File: config.mk
export PLATFORM = sky130hd
export DESIGN_NAME = router_pkt_reg_flat
export DESIGN_NICKNAME = d
export VERILOG_FILES = /design/src/rtl/router_pkg.sv /design/src/rtl/router_pkt_reg_if.sv /design/src/rtl/router_hold_buf.sv /design/src/rtl/router_pkt_reg.sv /design/src/flat_wrapper.sv
export SDC_FILE = /design/constraint.sdc
export NUM_CORES = 1
export LEC_CHECK = 0
export ABC_AREA = 1
export CAP_MARGIN = 20
export CORE_MARGIN = 3
export CORE_UTILIZATION = 30
export DETAILED_ROUTE_END_ITERATION = 10
export GPL_TIMING_DRIVEN = 0
export PLACE_DENSITY_LB_ADDON = 0.05
export SETUP_SLACK_MARGIN = 0.3
export SYNTH_ARGS = -nofsm -noshare
export SYNTH_HDL_FRONTEND = slang
export SYNTH_SLANG_ARGS = --single-unit
File: constraint.sdc
create_clock -name clock -period 1.5 [get_ports clock]
set_input_delay 0.3 -clock clock [delete_from_list [all_inputs] [get_ports clock]]
set_output_delay 0.3 -clock clock [all_outputs]
set_load 0.005 [all_outputs]
File: src/rtl/router_pkg.sv
// Shared definitions for the router packet register: default parameter
// values, header field positions, the dout source selector and the
// running parity helper.
package router_pkg;

  localparam int DEF_DATA_W     = 8;
  localparam int DEF_ADDR_W     = 2;
  localparam int DEF_NUM_CH     = 3;
  localparam int DEF_HOLD_DEPTH = 2;

  // Destination address sits in the low header bits; the payload length
  // (when length checking is built in) occupies everything above it.
  localparam int HDR_ADDR_LSB = 0;

  // Widest byte the parity helper folds; DATA_W must not exceed it.
  localparam int PAR_MAX_W = 32;

  // Which value is loaded into dout on the next edge.
  typedef enum logic [1:0] {
    SRC_NONE,
    SRC_HDR,
    SRC_DIN,
    SRC_BUF
  } dout_src_e;

  // Running even parity: XOR each accepted byte into the accumulator.
  function automatic logic [PAR_MAX_W-1:0] parity_fold(
    input logic [PAR_MAX_W-1:0] acc,
    input logic [PAR_MAX_W-1:0] data
  );
    return acc ^ data;
  endfunction

endpackage

File: src/rtl/router_pkt_reg_if.sv
// Byte stream between the router input, the packet register and the
// selected channel FIFO. The master side sources bytes and reports FIFO
// fullness; the slave side (the packet register) drives the FIFO write.
interface router_pkt_reg_if #(
  parameter int DATA_W = 8
) ();

  logic              pkt_valid;
  logic [DATA_W-1:0] data_in;
  logic              fifo_full;
  logic [DATA_W-1:0] dout;
  logic              dout_valid;

  modport master (
    output pkt_valid,
    output data_in,
    output fifo_full,
    input  dout,
    input  dout_valid
  );

  modport slave (
    input  pkt_valid,
    input  data_in,
    input  fifo_full,
    output dout,
    output dout_valid
  );

endinterface

File: src/rtl/router_hold_buf.sv
// Small synchronous FIFO that parks payload bytes while the channel FIFO
// is full. The caller only pushes when there is room (or a pop happens in
// the same cycle), so no overflow protection lives here.
module router_hold_buf #(
  parameter int DATA_W = 8,
  parameter int DEPTH  = 2
) (
  input  logic              clock,
  input  logic              resetn,
  input  logic              push,
  input  logic              pop,
  input  logic [DATA_W-1:0] din,
  output logic [DATA_W-1:0] dout,
  output logic              empty,
  output logic              full
);

  localparam int AW = (DEPTH > 1) ? $clog2(DEPTH) : 1;
  localparam int CW = $clog2(DEPTH + 1);

  logic [DATA_W-1:0] mem [DEPTH];
  logic [AW-1:0]     wr_ptr;
  logic [AW-1:0]     rd_ptr;
  logic [CW-1:0]     count;

  function automatic logic [AW-1:0] ptr_inc(input logic [AW-1:0] p);
    return (p == AW'(DEPTH - 1)) ? '0 : p + 1'b1;
  endfunction

  // Storage write.
  // NOTE: the storage array has no reset; the pointers and count decide
  // which entries are valid, so clearing them is enough.
  always_ff @(posedge clock) begin
    if (push) mem[wr_ptr] <= din;
  end

  // Pointer and occupancy tracking; push and pop together keep the count.
  // NOTE: state is updated with non-blocking assignments so every register
  // samples the pre-edge values regardless of statement order.
  always_ff @(posedge clock or negedge resetn) begin
    if (!resetn) begin
      wr_ptr <= '0;
      rd_ptr <= '0;
      count  <= '0;
    end else begin
      if (push) wr_ptr <= ptr_inc(wr_ptr);
      if (pop)  rd_ptr <= ptr_inc(rd_ptr);
      case ({push, pop})
        2'b10:   count <= count + 1'b1;
        2'b01:   count <= count - 1'b1;
        default: count <= count;
      endcase
    end
  end

  assign dout  = mem[rd_ptr];
  assign empty = (count == '0);
  assign full  = (count == CW'(DEPTH));

endmodule

File: src/rtl/router_pkt_reg.sv
// Router packet datapath register. Latches the header, forwards header and
// payload bytes to the channel FIFO, parks bytes in a holding buffer while
// the FIFO is full, and checks the running XOR parity against the trailing
// parity byte. All sequencing comes from the router FSM strobes.
// Optional feature: define PKT_LEN_CHECK_EN to count payload bytes and
// flag a mismatch against the length field in the header upper bits.
module router_pkt_reg
  import router_pkg::*;
#(
  parameter int DATA_W     = DEF_DATA_W,
  parameter int ADDR_W     = DEF_ADDR_W,
  parameter int NUM_CH     = DEF_NUM_CH,
  parameter int HOLD_DEPTH = DEF_HOLD_DEPTH
) (
  input  logic                clock,
  input  logic                resetn,
  router_pkt_reg_if.slave     bus,
  input  logic                detect_add,
  input  logic                lfd_state,
  input  logic                ld_state,
  input  logic                laf_state,
  input  logic                full_state,
  input  logic                rst_int_reg,
  output logic                hold_empty,
  output logic                hold_ovf,
  output logic                parity_done,
  output logic                low_pkt_valid,
  output logic                err,
  output logic                len_err
);

  logic [DATA_W-1:0] header;
  logic [DATA_W-1:0] acc;
  logic [DATA_W-1:0] acc_next;
  logic [DATA_W-1:0] pkt_parity;
  logic [DATA_W-1:0] dout_q;
  logic              dout_valid_q;
  logic              parity_done_d;
  logic [ADDR_W-1:0] addr;
  logic              addr_ok;
  logic              ld_byte;
  logic              direct_wr;
  logic              push_req;
  logic              push_ok;
  logic              drop;
  logic              pop;
  logic              parity_cap;
  logic              parity_rise;
  logic              buf_full;
  logic [DATA_W-1:0] buf_dout;
  dout_src_e         src;

  // The FSM's full_state strobe carries no datapath action here; the
  // holding buffer already reacts to fifo_full directly.
  logic unused_full_state;
  assign unused_full_state = full_state;

  assign addr        = bus.data_in[HDR_ADDR_LSB +: ADDR_W];
  assign addr_ok     = int'(addr) < NUM_CH;
  assign ld_byte     = ld_state & bus.pkt_valid;
  assign direct_wr   = ld_byte & ~bus.fifo_full & hold_empty;
  assign push_req    = ld_byte & (bus.fifo_full | ~hold_empty);
  assign pop         = laf_state & ~bus.fifo_full & ~hold_empty;
  assign push_ok     = push_req & (~buf_full | pop);
  assign drop        = push_req & ~push_ok;
  assign parity_cap  = ld_state & ~bus.pkt_valid;
  assign parity_rise = parity_done & ~parity_done_d;

  router_hold_buf #(
    .DATA_W (DATA_W),
    .DEPTH  (HOLD_DEPTH)
  ) u_hold_buf (
    .clock  (clock),
    .resetn (resetn),
    .push   (push_ok),
    .pop    (pop),
    .din    (bus.data_in),
    .dout   (buf_dout),
    .empty  (hold_empty),
    .full   (buf_full)
  );

  // Choose what, if anything, is written to the channel FIFO this cycle.
  // NOTE: every combinational output gets a default first, so no path
  // leaves it unassigned and no latch is inferred.
  always_comb begin
    src = SRC_NONE;
    if (lfd_state)      src = SRC_HDR;
    else if (direct_wr) src = SRC_DIN;
    else if (pop)       src = SRC_BUF;
  end

  // Fold the header and every byte that is actually kept into the parity.
  always_comb begin
    acc_next = acc;
    if (lfd_state)
      acc_next = DATA_W'(parity_fold(PAR_MAX_W'(acc_next), PAR_MAX_W'(header)));
    if (direct_wr | push_ok)
      acc_next = DATA_W'(parity_fold(PAR_MAX_W'(acc_next), PAR_MAX_W'(bus.data_in)));
  end

  // Output byte register: one-cycle latency from the selected source.
  always_ff @(posedge clock or negedge resetn) begin
    if (!resetn) begin
      dout_q       <= '0;
      dout_valid_q <= 1'b0;
    end else begin
      dout_valid_q <= (src != SRC_NONE);
      case (src)
        SRC_HDR: dout_q <= header;
        SRC_DIN: dout_q <= bus.data_in;
        SRC_BUF: dout_q <= buf_dout;
        default: dout_q <= dout_q;
      endcase
    end
  end

  assign bus.dout       = dout_q;
  assign bus.dout_valid = dout_valid_q;

  // Per-packet state: header, parity accumulation, parity check, overflow.
  always_ff @(posedge clock or negedge resetn) begin
    if (!resetn) begin
      header        <= '0;
      acc           <= '0;
      pkt_parity    <= '0;
      parity_done   <= 1'b0;
      parity_done_d <= 1'b0;
      err           <= 1'b0;
      hold_ovf      <= 1'b0;
    end else begin
      parity_done_d <= parity_done;
      if (detect_add) begin
        if (bus.pkt_valid && addr_ok) header <= bus.data_in;
        acc         <= '0;
        pkt_parity  <= '0;
        parity_done <= 1'b0;
        err         <= 1'b0;
        hold_ovf    <= 1'b0;
      end else begin
        acc <= acc_next;
        if (parity_cap) begin
          pkt_parity  <= bus.data_in;
          parity_done <= 1'b1;
        end
        if (drop)        hold_ovf <= 1'b1;
        if (parity_rise) err      <= (acc != pkt_parity);
      end
    end
  end

  // End-of-payload flag for the FSM; its clear strobe wins over a new set.
  always_ff @(posedge clock or negedge resetn) begin
    if (!resetn)          low_pkt_valid <= 1'b0;
    else if (rst_int_reg) low_pkt_valid <= 1'b0;
    else if (parity_cap)  low_pkt_valid <= 1'b1;
  end

`ifdef PKT_LEN_CHECK_EN
  localparam int LEN_W = DATA_W - ADDR_W;

  // One spare bit so an overlong packet cannot wrap back to a match.
  logic [LEN_W:0] pay_cnt;

  // Count offered payload bytes (dropped ones included) and compare with
  // the header length field alongside the parity check.
  always_ff @(posedge clock or negedge resetn) begin
    if (!resetn) begin
      pay_cnt <= '0;
      len_err <= 1'b0;
    end else if (detect_add) begin
      pay_cnt <= '0;
      len_err <= 1'b0;
    end else begin
      if (ld_byte && (pay_cnt != '1)) pay_cnt <= pay_cnt + 1'b1;
      if (parity_rise) len_err <= (pay_cnt != {1'b0, header[DATA_W-1:ADDR_W]});
    end
  end
`else
  assign len_err = 1'b0;
`endif

endmodule

File: src/flat_wrapper.sv
// flat-port wrapper written by rule: the top's interface ports become plain ports
module router_pkt_reg_flat import router_pkg::*;
#(
  parameter int DATA_W     = DEF_DATA_W,
  parameter int ADDR_W     = DEF_ADDR_W,
  parameter int NUM_CH     = DEF_NUM_CH,
  parameter int HOLD_DEPTH = DEF_HOLD_DEPTH
)
  (clock, resetn, detect_add, lfd_state, ld_state, laf_state, full_state, rst_int_reg, hold_empty, hold_ovf, parity_done, low_pkt_valid, err, len_err, bus_pkt_valid, bus_data_in, bus_fifo_full, bus_dout, bus_dout_valid);
  router_pkt_reg_if #(.DATA_W(DATA_W)) bus_i ();
  input  logic clock;
  input  logic resetn;
  input  logic detect_add;
  input  logic lfd_state;
  input  logic ld_state;
  input  logic laf_state;
  input  logic full_state;
  input  logic rst_int_reg;
  output logic hold_empty;
  output logic hold_ovf;
  output logic parity_done;
  output logic low_pkt_valid;
  output logic err;
  output logic len_err;
  input wire logic [$bits(bus_i.pkt_valid)-1:0] bus_pkt_valid;
  input wire logic [$bits(bus_i.data_in)-1:0] bus_data_in;
  input wire logic [$bits(bus_i.fifo_full)-1:0] bus_fifo_full;
  output wire logic [$bits(bus_i.dout)-1:0] bus_dout;
  output wire logic [$bits(bus_i.dout_valid)-1:0] bus_dout_valid;
  assign bus_i.pkt_valid = bus_pkt_valid;
  assign bus_i.data_in = bus_data_in;
  assign bus_i.fifo_full = bus_fifo_full;
  assign bus_dout = bus_i.dout;
  assign bus_dout_valid = bus_i.dout_valid;
  router_pkt_reg #(.DATA_W(DATA_W), .ADDR_W(ADDR_W), .NUM_CH(NUM_CH), .HOLD_DEPTH(HOLD_DEPTH)) u_core (.clock(clock), .resetn(resetn), .bus(bus_i), .detect_add(detect_add), .lfd_state(lfd_state), .ld_state(ld_state), .laf_state(laf_state), .full_state(full_state), .rst_int_reg(rst_int_reg), .hold_empty(hold_empty), .hold_ovf(hold_ovf), .parity_done(parity_done), .low_pkt_valid(low_pkt_valid), .err(err), .len_err(len_err));
endmodule
==> results by group, run 1 <==
Clock network
  – Worst-Skew Late Latency: 0.34 ns
  – Clock-pin slew of the registers on the worst-case setup and hold paths: 0.07 ns
  – CTS root buf: clkbuf_8
  – CTS tree: done
  – Deepest clock path buffer count: 2
  – CTS sink count: 58
  – Inserted Clock Buffers: 9
  – Htree depth: 3

Global routing
  – Met2 Usage GRT: 24.1%
  – GRT Overall Usage: 15.4%
  – Largest net degree at the start of global routing: 28
  – Most used routing layer: met2
  – GRT Residual Overflow: 0
  – Initial antenna violation count: 0
  – First-pass GRT wire length: 12.3 mm
  – Number of global-route vias before repair: 2390
  – Met1 usage: 20.9%
  – GR met3 Demand/Resource: 4.47%

Floorplanning
  – Total core area: 8930 um2
  – Die Height: 103 um
  – Die width: 103 um
  – FP Rows: 34
  – Initial core utilization: 31.6%
  – Die ar.: 10600 um2
  – # IOs: 33

Setup path
  – CP Max Fanout: 4
  – Setup crit start kind: input port
  – WP data required: 1.72 ns
  – CP arrival: 1.76 ns
  – Worst reg2reg setup slack: -0.03 ns
  – WS Path Type: input port to flop
  – CP Capture Type: flop

Cells and area
  – Final nets: 416
  – Layout cells sized above 1: 25.9%
  – Layout fillers: 898
  – Post-layout util: 43.1%
  – Area delta synth->final: 36.4%
  – Ant diodes: 0

Synthesis
  – Syn_nets: 346
  – Count of state elements after synthesis: 58
  – Warnings, synthesis: 0
  – Sequential area share after synthesis: 54.2%
  – Netlist Area Pre-Place: 2830 um2
  – Distinct cell type count after synthesis: 27
  – Synth Instances: 327
  – Mean post-synth cell area: 8.64 um2

Routing
  – WL final: 7.49 mm
  – DRT Pass-1 Iters: 4
  – Residual DRC: 0
  – Via count: 2424
  – Via density: 4.75
  – Routed WL per cell: 14.7 um
  – 1st-iter DRT viols: 80
  – Remaining antenna violation count after routing: 0

Place
  – DP HPWL: 5.24 mm
  – Port bufs: 29
  – Global placement routability congestion: 0.752

Flow run
  – Max_cap viols: 0

Timing
  – RSZ-0062 raised after global routing: yes
  – Clock Skew: 0.0111 ns
  – Count of final hold-check violations: 0
  – Fin crit share: 102%
  – Final hold slack: 0.399 ns
  – Max-slew violations: 0
  – Post-route setup slack: -0.0332 ns
  – Setup violators final: 10
  – Fmax: 652 MHz
  – Min Tclk post-route: 1.53 ns

Min path
  – Tightest Hold Check Type: input port to flop

Pwr
  – Switch Pwr: 0.00176 W
  – Pwr Total: 0.00532 W
  – Net Sw Frac: 33.0%
  – Leak Pwr: 1.85 nW
  – Comb pwr share: 33.2%
  – Int Pwr: 0.00357 W
  – Seq pwr share: 39.4%
  – Clk pwr share: 27.4%
  – Peak supply drop: 0.000699 V
  – PwrDens: 1380 nW/um2

Outcome
  – Run status: complete, but fails checks
  – Failing checks: setup timing
==> power by group through the flow <==
stage | registers, W | clock network [W] | logic (W)
after detailed placement | 0.00215 | 0 | 0.00146
after global placement | 0.00214 | 0 | 0.00145
after global routing | 0.00214 | 0.00158 | 0.00199
after CTS | 0.00210 | 0.00150 | 0.00170
final | 0.00210 | 0.00146 | 0.00177
after floorplan | 0.00211 | 0 | 0.000963
==> state kept, by name, summed over array words and instances, names as in the netlist, 2 cells and up <==
signal	count
u_core.pkt_parity	8
u_core.acc	8
u_core.header	8
u_core.u_hold_buf.count	2
u_core.u_hold_buf.mem	16
u_core.bus.dout	8
==> cell type report <==
cell class / count / area, um2 / share of cell area, %
Multi-Input combinational cell: 228 / 1250 / 32.4
Tap cell: 108 / 135 / 3.51
Inverter: 32 / 120 / 3.12
Clock buffer: 13 / 159 / 4.12
Sequential cell: 58 / 1530 / 39.8
Timing Repair Buffer: 59 / 523 / 13.6
Clock inverter: 3 / 38.8 / 1.01
Buffer: 9 / 95.1 / 2.47
==> repair_timing <==
action	CTS	global route
hold endpoints to repair	15	0
endpoints found under the setup margin	67	50
resized for setup	75	10
buffers inserted	23	4
cloned	0	1
pin swaps	8	2
hold buffers	1	0
==> synthesized netlist by cell type <==
library cell / instances / area share, %
dfrtp_1: 42 / 37
o22ai_1: 5 / 1.1
xnor2_1: 4 / 1.2
nand3_4: 2 / 1.2
xor2_1: 3 / 0.93
a21oi_1: 4 / 0.71
nand4_1: 9 / 2.0
buf_2: 3 / 0.53
edfxtp_1: 16 / 17
nand2_2: 1 / 0.22
nand2_4: 1 / 0.40
inv_1: 31 / 4.1
nand3_2: 1 / 0.35
o21ai_0: 14 / 2.5
conb_1: 1 / 0.13
nor2_1: 18 / 2.4
nand3_1: 44 / 7.8
nand2_1: 115 / 15
nor3_2: 1 / 0.35
buf_4: 1 / 0.27
buf_6: 4 / 1.6
inv_2: 1 / 0.13
o211ai_2: 1 / 0.44
ha_1: 1 / 0.44
nor2_8: 1 / 0.71
clkbuf_1: 1 / 0.13
nor2_4: 2 / 0.80
==> placed cells by master (no fill, tap or decap), drive strengths merged <==
| cell | instances |
|---|---|
| o21ai | 14 |
| dlymetal6s2s | 1 |
| clkdlybuf4s15 | 1 |
| clkbuf | 15 |
| bufinv | 1 |
| dfrtp | 42 |
| buf | 50 |
| clkdlybuf4s50 | 9 |
| xnor2 | 4 |
| nand3 | 47 |
| edfxtp | 16 |
| inv | 32 |
| nor3 | 1 |
| xor2 | 3 |
| nand2 | 117 |
| a21oi | 4 |
| conb | 1 |
| dlygate4sd3 | 1 |
| o211ai | 1 |
| nor2 | 21 |
| o22ai | 5 |
| clkinv | 2 |
| ha | 1 |
| dlygate4sd2 | 4 |
| nand4 | 9 |
==> through the flow <==
| stage | TNS (ns) | worst slack (ns) | area [um2] | cells |
|---|---|---|---|---|
| 6_report | -0.240 | -0.0332 | 3850 | 510 |
| 5_1_grt | -1.85 | -0.139 | 3850 | 510 |
| 4_1_cts | -0.428 | -0.0599 | 3760 | 505 |
| 3_5_place_dp | -23.73 | -0.698 | 3360 | 465 |
| 3_3_place_gp | -76.78 | -1.42 | 3340 | 464 |
| 2_1_floorplan | -0.101 | -0.101 | 2920 | 327 |
==> worst paths after layout <==
path                                             from                          to  cells past startpoint
setup / recovery                             ld_state  u_core.u_hold_buf.count[1]                      9
hold / removal                              lfd_state          u_core.bus.dout[4]                      3
setup reg to reg           u_core.u_hold_buf.count[1]  u_core.u_hold_buf.count[1]                      9
hold reg to reg                    u_core.parity_done        u_core.parity_done_d                      1
max in group asynchronous                      resetn               u_core.acc[0]                      3
min in group asynchronous                      resetn  u_core.u_hold_buf.count[1]                      2
==> cells by family after synthesis <==
group	count (synthesis)	synth area share (%)
flops	58	54.2
other cells	1	0.133
fa+ha+maj	1	0.443
xor+xnor	7	2.17
buf+inv	41	6.78
compound gates	24	4.74
simple gates	195	31.5
==> routing by layer <==
layer	part of all wire, %	vias up
met3	4.4	10
met4	1.3	0
met5	0	-
met1	47	1155
li1	-	1207
met2	47	52
==> worst max-delay path, cell delays in order <==
cell,delay (ns)
clkdlybuf4s50_1,0.50
nand2_1,0.08
inv_2,0.10
nand3_4,0.09
buf_12,0.14
ha_4,0.23
a21oi_2,0.09
o21ai_1,0.08
xor2_1,0.14
Power figures use the tool's default switching activity.
==> run 2, diff against run 1 <==
--- a/config.mk
+++ b/config.mk
@@ -5,7 +5,6 @@
 export SDC_FILE = /design/constraint.sdc
 export NUM_CORES = 1
 export LEC_CHECK = 0
-export ABC_AREA = 1
 export CAP_MARGIN = 20
 export CORE_MARGIN = 3
 export CORE_UTILIZATION = 30
==> results by group, run 2 <==
Global routing
  – Met2 Usage GRT: 23.5% (-0.57 points)
  – GR met3 Demand/Resource: 3.02% (-1.5 points)
  – GRT Overall Usage: 14.7% (-0.72 points)
  – Number of global-route vias before repair: 1953 (-18%)
  – Most used routing layer: met2
  – Largest net degree at the start of global routing: 34 (+21%)
  – First-pass GRT wire length: 10.8 mm (-12%)
  – GRT Residual Overflow: 0 (unchanged)
  – Met1 usage: 19.5% (-1.4 points)
  – Initial antenna violation count: 0 (unchanged)

Synthesis
  – Netlist Area Pre-Place: 2610 um2 (-7.5%)
  – Top cell type's share of synthesized area: 40.2% (+3.0 points)
  – Warnings, synthesis: 0 (unchanged)
  – Synth Instances: 227 (-31%)
  – Top-count cell post-synth: dfrtp_1
  – Area leader, netlist: dfrtp_1
  – Distinct cell type count after synthesis: 29 (+7.4%)
  – Top cells by area, synth: dfrtp_1, edfxtp_1, mux2_2, xnor2_1, nand2_1
  – Count of state elements after synthesis: 58 (unchanged)
  – Async set or reset register ratio after synthesis: 72.4% (unchanged)
  – Post-synth top cells: dfrtp_1, nand2_1, nor2_1
  – Mean post-synth cell area: 11.5 um2 (+33%)
  – Syn_nets: 246 (-29%)
  – Sequential area share after synthesis: 58.6% (+4.4 points)
  – EDFF count, synth: 16 (unchanged)
  – Top_reg_cell synth: dfrtp_1

Routing
  – Remaining antenna violation count after routing: 0 (unchanged)
  – Routed WL per cell: 16.7 um (+14%)
  – DRT Pass-1 Iters: 4 (unchanged)
  – Via count: 1885 (-22%)
  – WL final: 6.72 mm (-10%)
  – 1st-iter DRT viols: 58 (-28%)
  – Via density: 4.68 (-1.6%)
  – Residual DRC: 0 (unchanged)

Clock network
  – Deepest clock path buffer count: 2 (unchanged)
  – Clock-pin slew of the registers on the worst-case setup and hold paths: 0.07 ns (about the same)
  – CTS sink count: 58 (unchanged)
  – Worst-Skew Late Latency: 0.33 ns (about the same)
  – Inserted Clock Buffers: 9 (unchanged)
  – CTS tree: done
  – CTS root buf: clkbuf_8
  – Htree depth: 3 (unchanged)

Pwr
  – Switch Pwr: 0.00161 W (-8.4%)
  – Leak Pwr: 1.53 nW (-17%)
  – Comb pwr share: 35.7% (+2.5 points)
  – Peak supply drop: 0.000672 V (-3.9%)
  – Int Pwr: 0.00373 W (+4.4%)
  – Clk pwr share: 25.4% (-2.0 points)
  – Net Sw Frac: 30.2% (-2.8 points)
  – PwrDens: 1480 nW/um2 (+7.3%)
  – Seq pwr share: 38.9% (-0.5 points)

Timing
  – Count of final hold-check violations: 0 (unchanged)
  – Fmax: 614 MHz (-5.8%)
  – Post-route setup slack: -0.128 ns (-0.0944 ns)
  – RSZ-0062 raised after global routing: yes
  – Fin crit share: 109% (+6.3 points)
  – Max-slew violations: 0 (unchanged)
  – Clock Skew: 0.00919 ns (-0.00191 ns)
  – Min Tclk post-route: 1.63 ns (+0.0944 ns)
  – Setup violators final: 19 (+9)

Floorplanning
  – # IOs: 33 (unchanged)
  – FP Rows: 33 (-2.9%)
  – Initial core utilization: 31.3% (-0.29 points)
  – Die Height: 99.3 um (-3.6%)
  – Total core area: 8340 um2 (-6.6%)
  – Die width: 99.3 um (-3.6%)
  – Die ar.: 9870 um2 (-7.1%)

Setup path
  – WP data required: 1.72 ns (about the same)
  – WS Path Type: flop to flop
  – Worst reg2reg setup slack: -0.13 ns (-0.09 ns)
  – Setup crit start kind: flop
  – Reg2Reg Depth: 8 (-1)
  – Crit-path cells: buf_4 -> or2_4 -> and2_4 -> buf_8 -> ha_4 -> xnor2_4 -> nor2_4 -> xor2_1
  – CP Capture Type: flop
  – CP arrival: 1.85 ns (+0.09 ns)
  – CP peak stage delay: 0.39 ns (-0.11 ns)
  – CP Max Fanout: 3 (-1)
  – Slowest CP cell: dfrtp_1

Cells and area
  – Most common cell after layout, fill and taps aside: dfrtp_1
  – Max FFs per register: 16 (unchanged)
  – Commonest cells after routing, fill and taps aside: dfrtp_1, nand2_1, nor2_1, buf_2
  – Area delta synth->final: 37.6%
  – Layout cells sized above 1: 33.6% (+7.7 points)
  – Cell Count, Final, Fillers Out: 403 (-21%)
  – Ant diodes: 0 (unchanged)
  – Largest register by flop count: u_core.u_hold_buf.mem
  – Post-layout util: 43.1% (about the same)
  – Post-route cell area: 3600 um2 (-6.7%)
  – Final nets: 312 (-25%)

Place
  – Global placement routability congestion: 0.665 (-12%)
  – Placed cell area: 3110 um2 (-7.4%)
  – Inst Count DP: 362 (-22%)
  – DP HPWL: 4.32 mm (-18%)
  – Port bufs: 29 (unchanged)

Outcome
  – Failing checks: setup timing
  – Run status: complete, but fails checks

Flow run
  – Max_cap viols: 0 (unchanged)

Min path
  – Tightest Hold Check Type: input port to asynchronous set/reset pin
[run 2: cell types whose count changed after synthesis, sizes merged, moves of 10 or more]
cell / before / now
inv: 32 / 4
mux2: 0 / 15
nand2: 117 / 33
nand3: 47 / 0
o211ai: 1 / 16
o21ai: 14 / 1
xnor2: 4 / 16
xor2: 3 / 13
[run 2: final timing paths]
path                                       startpoint                         end
max                        u_core.u_hold_buf.count[1]  u_core.u_hold_buf.count[1]
min                                            resetn          u_core.bus.dout[7]
max in group asynchronous                      resetn            u_core.header[3]
min in group clock                          lfd_state          u_core.bus.dout[3]
min reg2reg                        u_core.parity_done        u_core.parity_done_d
max reg2reg                u_core.u_hold_buf.count[1]  u_core.u_hold_buf.count[1]
[run 2: power by group through the flow]
stage               Clock (W)  Combinational [W]  Sequential (W)
floorplan                   0           0.000859         0.00210
global placement            0            0.00131         0.00213
detailed placement          0            0.00131         0.00214
CTS                   0.00140            0.00185         0.00207
global route          0.00146            0.00207         0.00210
finish                0.00136            0.00190         0.00207
[run 2: critical path, delay by kind of cell, from the launching register on]
| kind | cells | cell delay, ns |
|---|---|---|
| flip-flops | 1 | 0.39 |
| XOR/XNOR | 2 | 0.29 |
| adder cells (fa/ha/maj) | 1 | 0.17 |
| AND/OR/NAND/NOR | 3 | 0.41 |
| buffers and inverters | 2 | 0.26 |
[run 2: cells by family after synthesis]
kind of cell	Yosys count	synth area share [%]
and+or+nand+nor	68	11.2
adders and majority gates	1	0.479
buffers and inverters	17	2.82
other	1	0.143
xor gates and xnor gates	29	9.72
muxes	15	6.46
DFF	58	58.6
AOI/OAI and AO/OA	38	10.6
[run 2: repair_timing]
| action | CTS | global route |
|---|---|---|
| pin swaps | 16 | 13 |
| gates resized for setup | 89 | 13 |
| buffers inserted | 22 | 1 |
| hold endpoints to repair | 9 | 0 |
| endpoints found under the setup margin | 69 | 54 |
| gates cloned | 1 | 0 |
| hold buffers | 1 | 0 |
[run 2: area by class of cell]
class	instances	area, um2
timing repair buffer	55	499
fill	827	4740
sequential	58	1530
clock inverter	2	10.0
buffer	13	104
clock buffer	14	174
tap	105	131
inverter	4	15.0
multi-input combinational	152	1130
[run 2: metal layers]
metal	wire (um)	up-vias
met4	97	0
met2	3210	32
met3	237	10
met1	3170	937
met5	0	-
li1	-	906
[run 2: stage by stage]
step / setup slack, ns / hold slack (ns) / power (W) / TNS (ns)
3_5_place_dp: -0.889 / 0.201 / 0.00345 / -27.92
6_report: -0.128 / 0.377 / 0.00533 / -1.43
3_3_place_gp: -1.36 / 0.405 / 0.00344 / -78.70
2_1_floorplan: -0.0354 / 0.00441 / 0.00295 / -0.0354
5_1_grt: -0.193 / 0.377 / 0.00564 / -3.22
4_1_cts: -0.139 / 0.371 / 0.00531 / -1.30
==> run 3, diff against run 2 <==
--- a/config.mk
+++ b/config.mk
@@ -14,4 +14,5 @@
 export SETUP_SLACK_MARGIN = 0.3
 export SYNTH_ARGS = -nofsm -noshare
 export SYNTH_HDL_FRONTEND = slang
+export SYNTH_HIERARCHICAL = 1
 export SYNTH_SLANG_ARGS = --single-unit
==> results by group, run 3 <==
Place
  – Placed cell area: 3140 um2 (+1.2%)
  – Port bufs: 30 (+3.4%)
  – Inst Count DP: 364 (+0.55%)
  – DP HPWL: 4.18 mm (-3.1%)
  – Global placement routability congestion: 0.681 (+2.5%)

Timing
  – Fin crit share: 111% (+2.5 points)
  – Min Tclk post-route: 1.66 ns (+0.0370 ns)
  – Count of final hold-check violations: 0 (unchanged)
  – Post-route setup slack: -0.165 ns (-0.0370 ns)
  – RSZ-0062 raised after global routing: yes
  – Fmax: 601 MHz (-2.2%)
  – Clock Skew: 0.00769 ns (-0.00149 ns)
  – Max-slew violations: 0 (unchanged)
  – Setup violators final: 31 (+12)

Pwr
  – Comb pwr share: 30.4% (-5.3 points)
  – Switch Pwr: 0.00146 W (-9.5%)
  – Clk pwr share: 27.9% (+2.5 points)
  – Leak Pwr: 1.51 nW (-1.1%)
  – Int Pwr: 0.00348 W (-6.5%)
  – PwrDens: 1390 nW/um2 (-6.0%)
  – Net Sw Frac: 29.5% (-0.68 points)
  – Peak supply drop: 0.000538 V (-20%)
  – Seq pwr share: 41.8% (+2.9 points)

Synthesis
  – Distinct cell type count after synthesis: 35 (+21%)
  – Sequential area share after synthesis: 57.9% (-0.67 points)
  – Area leader, netlist: dfrtp_1
  – Syn_nets: 247 (+0.41%)
  – Top_reg_cell synth: dfrtp_1
  – Synth Instances: 228 (+0.44%)
  – Post-synth top cells: dfrtp_1, nand2_1, a21oi_1
  – Top cells by area, synth: dfrtp_1, edfxtp_1, mux2_2, xnor2_1, nand2_1
  – Top-count cell post-synth: dfrtp_1
  – Mean post-synth cell area: 11.6 um2 (+0.71%)
  – EDFF count, synth: 16 (unchanged)
  – Async set or reset register ratio after synthesis: 72.4% (unchanged)
  – Netlist Area Pre-Place: 2640 um2 (+1.1%)
  – Count of state elements after synthesis: 58 (unchanged)
  – Warnings, synthesis: 6 (+6)
  – Top cell type's share of synthesized area: 39.8% (-0.46 points)

Clock network
  – Htree depth: 3 (unchanged)
  – CTS sink count: 58 (unchanged)
  – Worst-Skew Late Latency: 0.34 ns (about the same)
  – Clock-pin slew of the registers on the worst-case setup and hold paths: 0.07 ns (about the same)
  – Deepest clock path buffer count: 2 (unchanged)
  – CTS tree: done
  – Inserted Clock Buffers: 9 (unchanged)
  – CTS root buf: clkbuf_8

Floorplanning
  – Initial core utilization: 31.5% (+0.20 points)
  – Die width: 99.9 um (+0.54%)
  – Die ar.: 9980 um2 (+1.1%)
  – # IOs: 33 (unchanged)
  – Total core area: 8380 um2 (+0.50%)
  – Die Height: 99.9 um (+0.54%)
  – FP Rows: 33 (unchanged)

Cells and area
  – Max FFs per register: 16 (unchanged)
  – Layout fillers: 816 (-1.3%)
  – Area delta synth->final: 33.9%
  – Layout cells sized above 1: 34.5% (+0.93 points)
  – Commonest cells after routing, fill and taps aside: dfrtp_1, nand2_1, mux2_2, edfxtp_1, buf_2
  – Post-route cell area: 3540 um2 (-1.5%)
  – Cell Count, Final, Fillers Out: 395 (-2.0%)
  – Final nets: 304 (-2.6%)
  – Most common cell after layout, fill and taps aside: dfrtp_1
  – Ant diodes: 0 (unchanged)
  – Largest register by flop count: u_core/u_hold_buf/mem

Flow run
  – Max_cap viols: 0 (unchanged)

Global routing
  – First-pass GRT wire length: 9.96 mm (-8.0%)
  – Initial antenna violation count: 0 (unchanged)
  – Largest net degree at the start of global routing: 32 (-5.9%)
  – GRT Overall Usage: 13.4% (-1.3 points)
  – GRT Residual Overflow: 0 (unchanged)
  – Number of global-route vias before repair: 1822 (-6.7%)

Setup path
  – WS Path Type: flop to flop
  – Worst reg2reg setup slack: -0.16 ns (-0.04 ns)
  – Setup crit start kind: flop
  – Crit-path cells: and2b_2 -> a221oi_4 -> inv_2 -> ha_4 -> xnor2_1 -> nor2_1 -> xor2_1
  – CP peak stage delay: 0.42 ns (+0.03 ns)
  – CP Capture Type: flop
  – Reg2reg end: u_core/u_hold_buf/count[1]
  – Reg2Reg Depth: 7 (-1)
  – CP Max Fanout: 4 (+1)
  – Slowest CP cell: dfrtp_2
  – Launch point of the worst reg-to-reg path: u_core/u_hold_buf/count[0]
  – WP data required: 1.76 ns (+0.04 ns)
  – CP arrival: 1.93 ns (+0.08 ns)

Routing
  – Residual DRC: 0 (unchanged)
  – 1st-iter DRT viols: 93 (+60%)
  – Routed WL per cell: 15.7 um (-5.9%)
  – Remaining antenna violation count after routing: 0 (unchanged)
  – DRT Pass-1 Iters: 4 (unchanged)
  – Via count: 1840 (-2.4%)
  – WL final: 6.20 mm (-7.8%)
  – Via density: 4.66 (-0.41%)

Outcome
  – Failing checks: setup timing
  – Run status: complete, but fails checks

Min path
  – Tightest Hold Check Type: input port to asynchronous set/reset pin
[run 3: per-layer routing]
metal	vias up	wire length, um	global-route usage, %
met5	-	0	0
met4	0	78	4.73
met3	9	254	4.59
met2	41	2880	19.7
met1	885	2980	18.3
li1	905	-	-
[run 3: how the worst max path moves through the flow]
stage,startpoint,end,slack (ns)
after floorplan,u_core/u_hold_buf/count[0],u_core/u_hold_buf/mem[0][0],-0.15
after global placement,resetn,u_core/parity_done,-1.19
after detailed placement,bus_fifo_full,u_core/u_hold_buf/mem[0][5],-0.81
after CTS,u_core/u_hold_buf/count[1],u_core/u_hold_buf/count[1],-0.21
after global routing,u_core/u_hold_buf/count[0],u_core/u_hold_buf/count[1],-0.28
final,u_core/u_hold_buf/count[0],u_core/u_hold_buf/count[1],-0.16
[run 3: kinds of logic (layout without fill, tap and decap cells)]
group,Yosys count,after routing,share of synthesized area [%]
flip-flops,58,58,57.9
buffers and inverters,19,81,3.08
multiplexers,16,16,6.81
AND/OR/NAND/NOR,64,64,12.3
AO/OA/AOI/OAI,48,48,12.3
other,1,1,0.142
adder cells (fa/ha/maj),1,1,0.473
XOR/XNOR,21,21,6.96
[run 3: repair_timing]
action                                  CTS  global route
pin swaps                                 5            20
buffers inserted                          9             4
endpoints found under the setup margin   69            54
hold endpoints to repair                 11             0
gates resized for setup                  72            33
hold buffers                              1             0
cloned                                    0             1
[run 3: power groups by stage]
stage | combinational, W | clock (W) | sequential, W
6_report | 0.00150 | 0.00138 | 0.00206
4_1_cts | 0.00134 | 0.00144 | 0.00206
3_5_place_dp | 0.00129 | 0 | 0.00209
2_1_floorplan | 0.000823 | 0 | 0.00207
5_1_grt | 0.00165 | 0.00152 | 0.00210
3_3_place_gp | 0.00127 | 0 | 0.00209
[run 3: cell type report]
class | count | area, um2 | share of cell area, %
flip-flops and latches | 58 | 1530 | 43.3
multi-input cells | 151 | 1180 | 33.3
repair buffers | 46 | 404 | 11.4
clock buffers | 11 | 131 | 3.71
well taps | 105 | 131 | 3.71
plain buffers | 9 | 67.6 | 1.91
clock inverters | 5 | 55.1 | 1.55
inverters | 10 | 37.5 | 1.06
[run 3: through the flow]
step | power [W] | hold slack [ns] | setup slack (ns) | util [%] | setup TNS, ns
2_1_floorplan | 0.00290 | 0.00441 | -0.145 | - | -2.21
3_3_place_gp | 0.00336 | 0.416 | -1.19 | 37.3 | -76.71
3_5_place_dp | 0.00338 | 0.207 | -0.813 | 37.5 | -27.02
4_1_cts | 0.00484 | 0.372 | -0.214 | 40.3 | -4.44
5_1_grt | 0.00527 | 0.375 | -0.285 | 42.2 | -6.21
6_report | 0.00494 | 0.371 | -0.165 | 42.2 | -3.44
[run 3: worst max-delay path, delay by kind of cell (launching register included)]
kind / cells / cell delay (ns)
adder cells (fa/ha/maj): 1 / 0.17
buffers and inverters: 1 / 0.11
XOR/XNOR: 2 / 0.26
AO/OA/AOI/OAI: 1 / 0.27
AND/OR/NAND/NOR: 2 / 0.37
flip-flops: 1 / 0.42
